--- config.mk ---
export PLATFORM = sky130hd
export DESIGN_NAME = vc_pop_arbiter
export DESIGN_NICKNAME = d
export VERILOG_FILES = /design/src/rtl/vc_pop_arbiter.sv
export SDC_FILE = /design/constraint.sdc
export NUM_CORES = 1
export LEC_CHECK = 0
export ABC_AREA = 1
export CAP_MARGIN = 20
export CORE_ASPECT_RATIO = 1.2
export CORE_UTILIZATION = 40
export CTS_CLUSTER_DIAMETER = 30
export DETAILED_ROUTE_END_ITERATION = 10
export PLACE_DENSITY = 0.78
export SKIP_LAST_GASP = 1
export SLEW_MARGIN = 20
export SYNTH_ARGS = -nofsm -noshare
export SYNTH_HDL_FRONTEND = slang
export SYNTH_SLANG_ARGS = --single-unit
--- constraint.sdc ---
create_clock -name clk -period 1.8 [get_ports clk]
set_input_delay 0.18 -clock clk [delete_from_list [all_inputs] [get_ports clk]]
set_output_delay 0.18 -clock clk [all_outputs]
set_load 0.02 [all_outputs]
--- src/rtl/vc_pop_arbiter.sv ---
// Two-VC pop arbiter: pops at most one eligible source FIFO per cycle and
// forwards the head word one cycle later as a push into the destination
// FIFO selected by the word's class bit. VC0 has priority, but VC1 is
// guaranteed a grant after STARVE_MAX consecutive VC0 grants.

// Per-VC eligibility: the source has a word and its destination has room.
module vc_pop_elig #(
  parameter int WORD_SIZE = 10
) (
  input  logic                 fifo_empty,
  input  logic [WORD_SIZE-1:0] head,
  input  logic [1:0]           dst_af,
  output logic                 elig
);
  assign elig = !fifo_empty && !dst_af[head[WORD_SIZE-1]];
endmodule

module vc_pop_arbiter #(
  parameter int WORD_SIZE  = 10,
  parameter int STARVE_MAX = 4
) (
  input  logic                 clk,
  input  logic                 reset_L,
  input  logic                 enable,
  input  logic                 vc0_fifo_empty,
  input  logic                 vc1_fifo_empty,
  input  logic [WORD_SIZE-1:0] vc0_data_in,
  input  logic [WORD_SIZE-1:0] vc1_data_in,
  input  logic                 d0_almost_full,
  input  logic                 d1_almost_full,
  output logic                 vc0_fifo_rd,
  output logic                 vc1_fifo_rd,
  output logic                 d0_push,
  output logic                 d1_push,
  output logic [WORD_SIZE-1:0] data_out,
  output logic                 idle_out
);

  localparam int NUM_LANES = 2;
  localparam int STAGES    = 1;   // pop-to-push latency

  typedef enum logic {IDLE, ACTIVE} state_t;

  state_t                              state;
  logic [2:0]                          starve_cnt;
  logic [NUM_LANES-1:0]                fifo_empty;
  logic [NUM_LANES-1:0]                elig;
  logic [NUM_LANES-1:0]                grant;
  logic [NUM_LANES-1:0][WORD_SIZE-1:0] head;
  logic [1:0]                          dst_af;
  logic [STAGES:1]                     vld_pipe;
  logic                                starved;

  assign fifo_empty = {vc1_fifo_empty, vc0_fifo_empty};
  assign head       = {vc1_data_in, vc0_data_in};
  assign dst_af     = {d1_almost_full, d0_almost_full};
  assign starved    = (starve_cnt == 3'(STARVE_MAX));

  for (genvar l = 0; l < NUM_LANES; l++) begin : g_lane
    vc_pop_elig #(.WORD_SIZE(WORD_SIZE)) u_elig (
      .fifo_empty (fifo_empty[l]),
      .head       (head[l]),
      .dst_af     (dst_af),
      .elig       (elig[l])
    );
  end

  // Grant: VC0 first unless VC1 has been passed over STARVE_MAX times.
  always_comb begin
    grant = '0;
    if (reset_L && state == ACTIVE && enable) begin
      if (elig[1] && (!elig[0] || starved)) grant[1] = 1'b1;
      else if (elig[0])                     grant[0] = 1'b1;
    end
  end

  assign vc0_fifo_rd = grant[0];
  assign vc1_fifo_rd = grant[1];

  // FSM: ACTIVE while enabled and something is poppable; entry cycle never pops.
  always_ff @(posedge clk or negedge reset_L) begin
    if (!reset_L) begin
      state <= IDLE;
    end else begin
      case (state)
        IDLE:    if (enable && |elig)    state <= ACTIVE;
        ACTIVE:  if (!enable || !(|elig)) state <= IDLE;
        default: state <= IDLE;
      endcase
    end
  end

  // Starvation counter: counts VC0 wins over a waiting VC1, cleared when VC1 wins.
  always_ff @(posedge clk or negedge reset_L) begin
    if (!reset_L)                                 starve_cnt <= '0;
    else if (grant[1])                            starve_cnt <= '0;
    else if (grant[0] && elig[1] && !starved)     starve_cnt <= starve_cnt + 3'd1;
  end

  // Forward stage: capture the popped word and mark a push for the next cycle.
  always_ff @(posedge clk or negedge reset_L) begin
    if (!reset_L) begin
      vld_pipe <= '0;
      data_out <= '0;
    end else begin
      vld_pipe[1] <= |grant;
      if (|grant) data_out <= grant[1] ? head[1] : head[0];
    end
  end

  assign d0_push  = vld_pipe[STAGES] && !data_out[WORD_SIZE-1];
  assign d1_push  = vld_pipe[STAGES] &&  data_out[WORD_SIZE-1];
  assign idle_out = (state == IDLE) && !vld_pipe[STAGES];

endmodule

# == Word-level counts from Yosys, hierarchy flattened ==
# Index checks and enable logic that the tools add are counted.
# classes
add_sub_neg,1
order_cmp,2
eq_ne,1
n_mux,14
bitwise_logic,1
n_reduce_logical,26
# ops
op,count
1-bit logical AND,11
1-bit zero test,10
10-bit 2-to-1 mux,1
1-bit 2-to-1 mux,9
3-bit 2-to-1 mux,2
"1-bit by 2-bit less-than comparator with 1-bit output, second input constant",2
2-bit OR reduction,2
"3-bit by 1-bit adder with 3-bit output, second input constant",1
"3-bit == test, second input constant",1
1-bit logical OR,2
2-bit 2-to-1 mux,1
1-bit one-hot mux with 2 select lines,1
2-bit nonzero test,1
1-bit NOT,1
# word_totals
regBits,15
output_inout_bits,15

# == Longest topological paths before layout ==
# depth
ltp_word,13
ltp_mapped,9

# == By module ==
# From an unflattened synthesis, not the netlist that was laid out.
# unflattened
hier_cells,155
hier_area_um2,978.4
# by_module_without_submodules
module,instances,cells_per_inst,area_each_um2,seq_area_each_um2
vc_pop_arbiter,1,143,933.4,375.4
vc_pop_elig,2,6,22.5,0.0

# == Least setup slack after synthesis ==
# No wires, ideal clock.
# synth_path
path_kind,flip-flop to output port
start,register starve_cnt[0]
end,output vc0_fifo_rd
arrival_ps,1304
slack_ps,316
path_stages_with_launch,7
path_buffers,1
cell_sequence,dfrtp_1 inv_1 ha_1 nand2_1 nand4_1 buf_2 a21oi_1
# synth_via
elab_chain_cells,5
# synth_lines
item,line_no,text
from (decl),45,logic [2:0] starve_cnt;
from (signal assigned),97,else if (grant[0] && elig[1] && !starved) starve_cnt <= starve_cnt + 3'd1;
3-bit == test,57,assign starved = (starve_cnt == 3'(STARVE_MAX));
1-bit logical OR,72,if (elig[1] && (!elig[0] || starved)) grant[1] = 1'b1;
1-bit logical AND,72,
1-bit 2-to-1 mux,72,
2-bit 2-to-1 mux,71,if (reset_L && state == ACTIVE && enable) begin
to (decl),31,"output logic vc0_fifo_rd,"
# No other way between the ends.

# == Worst setup path after layout ==
# layout_path
start,register data_out[9]
end,output d0_push
# layout_via
elab_chain_cells,2
# layout_lines
item,line_no,text
from (decl),35,"output logic [WORD_SIZE-1:0] data_out,"
from (signal assigned),107,if (|grant) data_out <= grant[1] ? head[1] : head[0];
1-bit zero test,111,assign d0_push = vld_pipe[STAGES] && !data_out[WORD_SIZE-1];
1-bit logical AND,111,
to (decl),33,"output logic d0_push,"
# No other way between the ends.

==> results.toml <==
[worst_setup_path]
r2r_slack_ps = 370
reg2reg_depth = 8
path_cells = "nor2_1, clkdlybuf4s50_1"
cp-start-kind = "register"
worstPathMaxFanout = 4
cp-end-kind = "output pin"
critPathKind = "reg -> out"
r2r-end = "data_out[0]"
timing.rr.start = "state"
cp_slowest_stage_delay_ps = 620
cp.required_ps = 1620
cp_slowest_cell = "clkdlybuf4s50_1"
critPathArrivalTime_ps = 1460

[clock_network]
cts_tree = "built"
clk_latency_ps = 280
cts.reportedPaths.clkPinSlew_ps = 90
cts_buffers = 3
cts-root-buf = "clkbuf_4"
cts_setup_buffers = 0
cts_max_level = 1
cts_hold_buf = 0
cts_buffer_depth = 2
numClockSinks = 15

[detailed_routing]
route.antenna.remaining_nets = 0
num_vias = 959
dr.pass1.iters = 4
drt_iter0_drc = 7
wl_per_cell_um = 10.8
via_per_inst = 4.63
drcViolationCount = 0
drt_wl_total_mm = 2.24

[run_status]
status = "completed"

[final_layout]
drive_above_1_share = 0.124
num_antenna_cells = 0
regArea_sq_um = 375
fill_cells = 197
syn_to_final_growth_pct = 54.0
multi_input_comb_area_sq_um = 402
fin_nets = 207
final_core_util = 0.676

[power_and_ir_drop]
leakage_nw = 0.789
vdd_drop_max_mv = 0.546
p_per_area_nw_per_um2 = 807
totalPowerFinal_mw = 1.15

[placement]
io_buffers = 41
post-dp-hpwl_mm = 1.77
place.gp.congestion = 0.783
post-place-ws_ps = -148

[timing]
finClkSkew_ps = 6.47
rsz0062_at_grt = "false"
hold_ws_ps = 260
finalSetupViolCount = 0
hold_viol = 0
final_max_slew_viol_count = 0
fin_ws_ps = 161
worstMarginPinSlew_ps = 232
fmax_mhz = 610
finalCritPeriodShare = 0.910
slew_headroom = 0.845
period_minus_slack_ps = 1640

[floorplanning]
ios = 42
die_area_sq_um = 2520
core_sq_um = 2120
fp.dieH_um = 54.8
start_util = 0.439
die_x_um = 46.0
rows = 18

[yosys]
ys_warn_count = 0
synthesis.nets = 157
synth_cells = 128
ys_ff_latch = 15
post_synth.cell_area_avg_sq_um = 7.25
synth_cell_types = 19
syn_area_sq_um = 928
synth-seq-area-share = 0.404

[grt]
overflow = 0
grt_pass1_wl_mm = 3.44
antenna_found_initial = 0
grt_max_degree = 17
grt_pass1_vias = 840
grt_usage = 0.190

[hold_path]
hold_path.class = "in -> async"

[job]
max_cap_violations = 0
[stage by stage]
step | area [sq um] | std cells | setup TNS [ps]
final | 1430 | 207 | 0
after global routing | 1430 | 207 | 0
after CTS | 1440 | 207 | -4.10
after detailed placement | 1410 | 203 | -218
after global placement | 1410 | 203 | -166
after floorplan | 928 | 128 | 0
[layout by cell type (no fill, tap or decap), types with 3 or more instances in the layout]
| cell type | count |
|---|---|
| buf_4 | 7 |
| nand2_2 | 3 |
| inv_2 | 3 |
| nand3_1 | 24 |
| dfrtp_1 | 15 |
| inv_1 | 28 |
| nand2_1 | 37 |
| clkbuf_4 | 3 |
| clkdlybuf4s50_1 | 39 |
[cell families (layout without fill, tap and decap cells)]
family / after synthesis / in the layout / synth area share
flip-flops: 15 / 15 / 0.404
AO/OA/AOI/OAI: 4 / 4 / 0.0243
adder cells (fa/ha/maj): 2 / 2 / 0.0269
AND/OR/NAND/NOR: 71 / 71 / 0.372
XOR/XNOR: 1 / 1 / 0.00944
buffers and inverters: 35 / 84 / 0.163
[sequential cells by signal (all words and copies together) (netlist names)]
register    count
data_out       10
state           1
vld_pipe        1
starve_cnt      3
[cell usage after synthesis]
cell type / n / area (sq um)
a21boi_0: 1 / 7.51
a21oi_1: 1 / 5.00
buf_2: 1 / 5.00
buf_4: 1 / 7.51
buf_6: 2 / 22.5
dfrtp_1: 15 / 375
ha_1: 2 / 25.0
inv_1: 28 / 105
inv_2: 3 / 11.3
nand2_1: 37 / 139
nand2_2: 3 / 18.8
nand3_1: 24 / 120
nand3_2: 1 / 10.0
nand3_4: 1 / 17.5
nand4_1: 2 / 12.5
nor2_1: 2 / 7.51
nor2_8: 1 / 20.0
o21ai_0: 2 / 10.0
xor2_1: 1 / 8.76
[cell type report]
cell class              instances  area share
well taps                      30      0.0262
clock buffers                   4      0.0184
flip-flops and latches         15       0.262
inverters                      31      0.0814
repair buffers                 49       0.331
multi-input cells              78       0.281
[per-layer routing]
| layer | routed length (um) | track usage |
|---|---|---|
| met5 | 0 | 0 |
| met4 | 9 | 0.0735 |
| met3 | 118 | 0.0264 |
| met2 | 1190 | 0.347 |
| met1 | 918 | 0.217 |
[timing repair]
item                       in CTS  in global routing
resized for setup               2                  4
setup endpoints to repair       2                  2
pin swaps                       0                  1
[worst max-delay path: cells and delay by family, from the launching register on]
kind / cells / cell delay [ps]
simple gates: 1 / 140
flops: 1 / 430
buf+inv: 1 / 620
[worst max path at each step]
stage,startpoint,cells past startpoint,slack [ps],to
floorplan,starve_cnt[0],6,320,vc0_fifo_rd
global placement,reset_L,6,-110,vc0_fifo_rd
detailed placement,reset_L,6,-150,vc0_fifo_rd
CTS,starve_cnt[0],6,-4,vc0_fifo_rd
global route,starve_cnt[0],6,50,vc0_fifo_rd
finish,data_out[9],2,160,d0_push
[where the power goes]
group          internal (mW)  leakage (nW)  switching [mW]
clock                 0.0859        0.0150           0.105
combinational          0.243         0.585           0.235
sequential             0.428         0.189          0.0572
No activity file was read; power rests on OpenSTA's default activity.
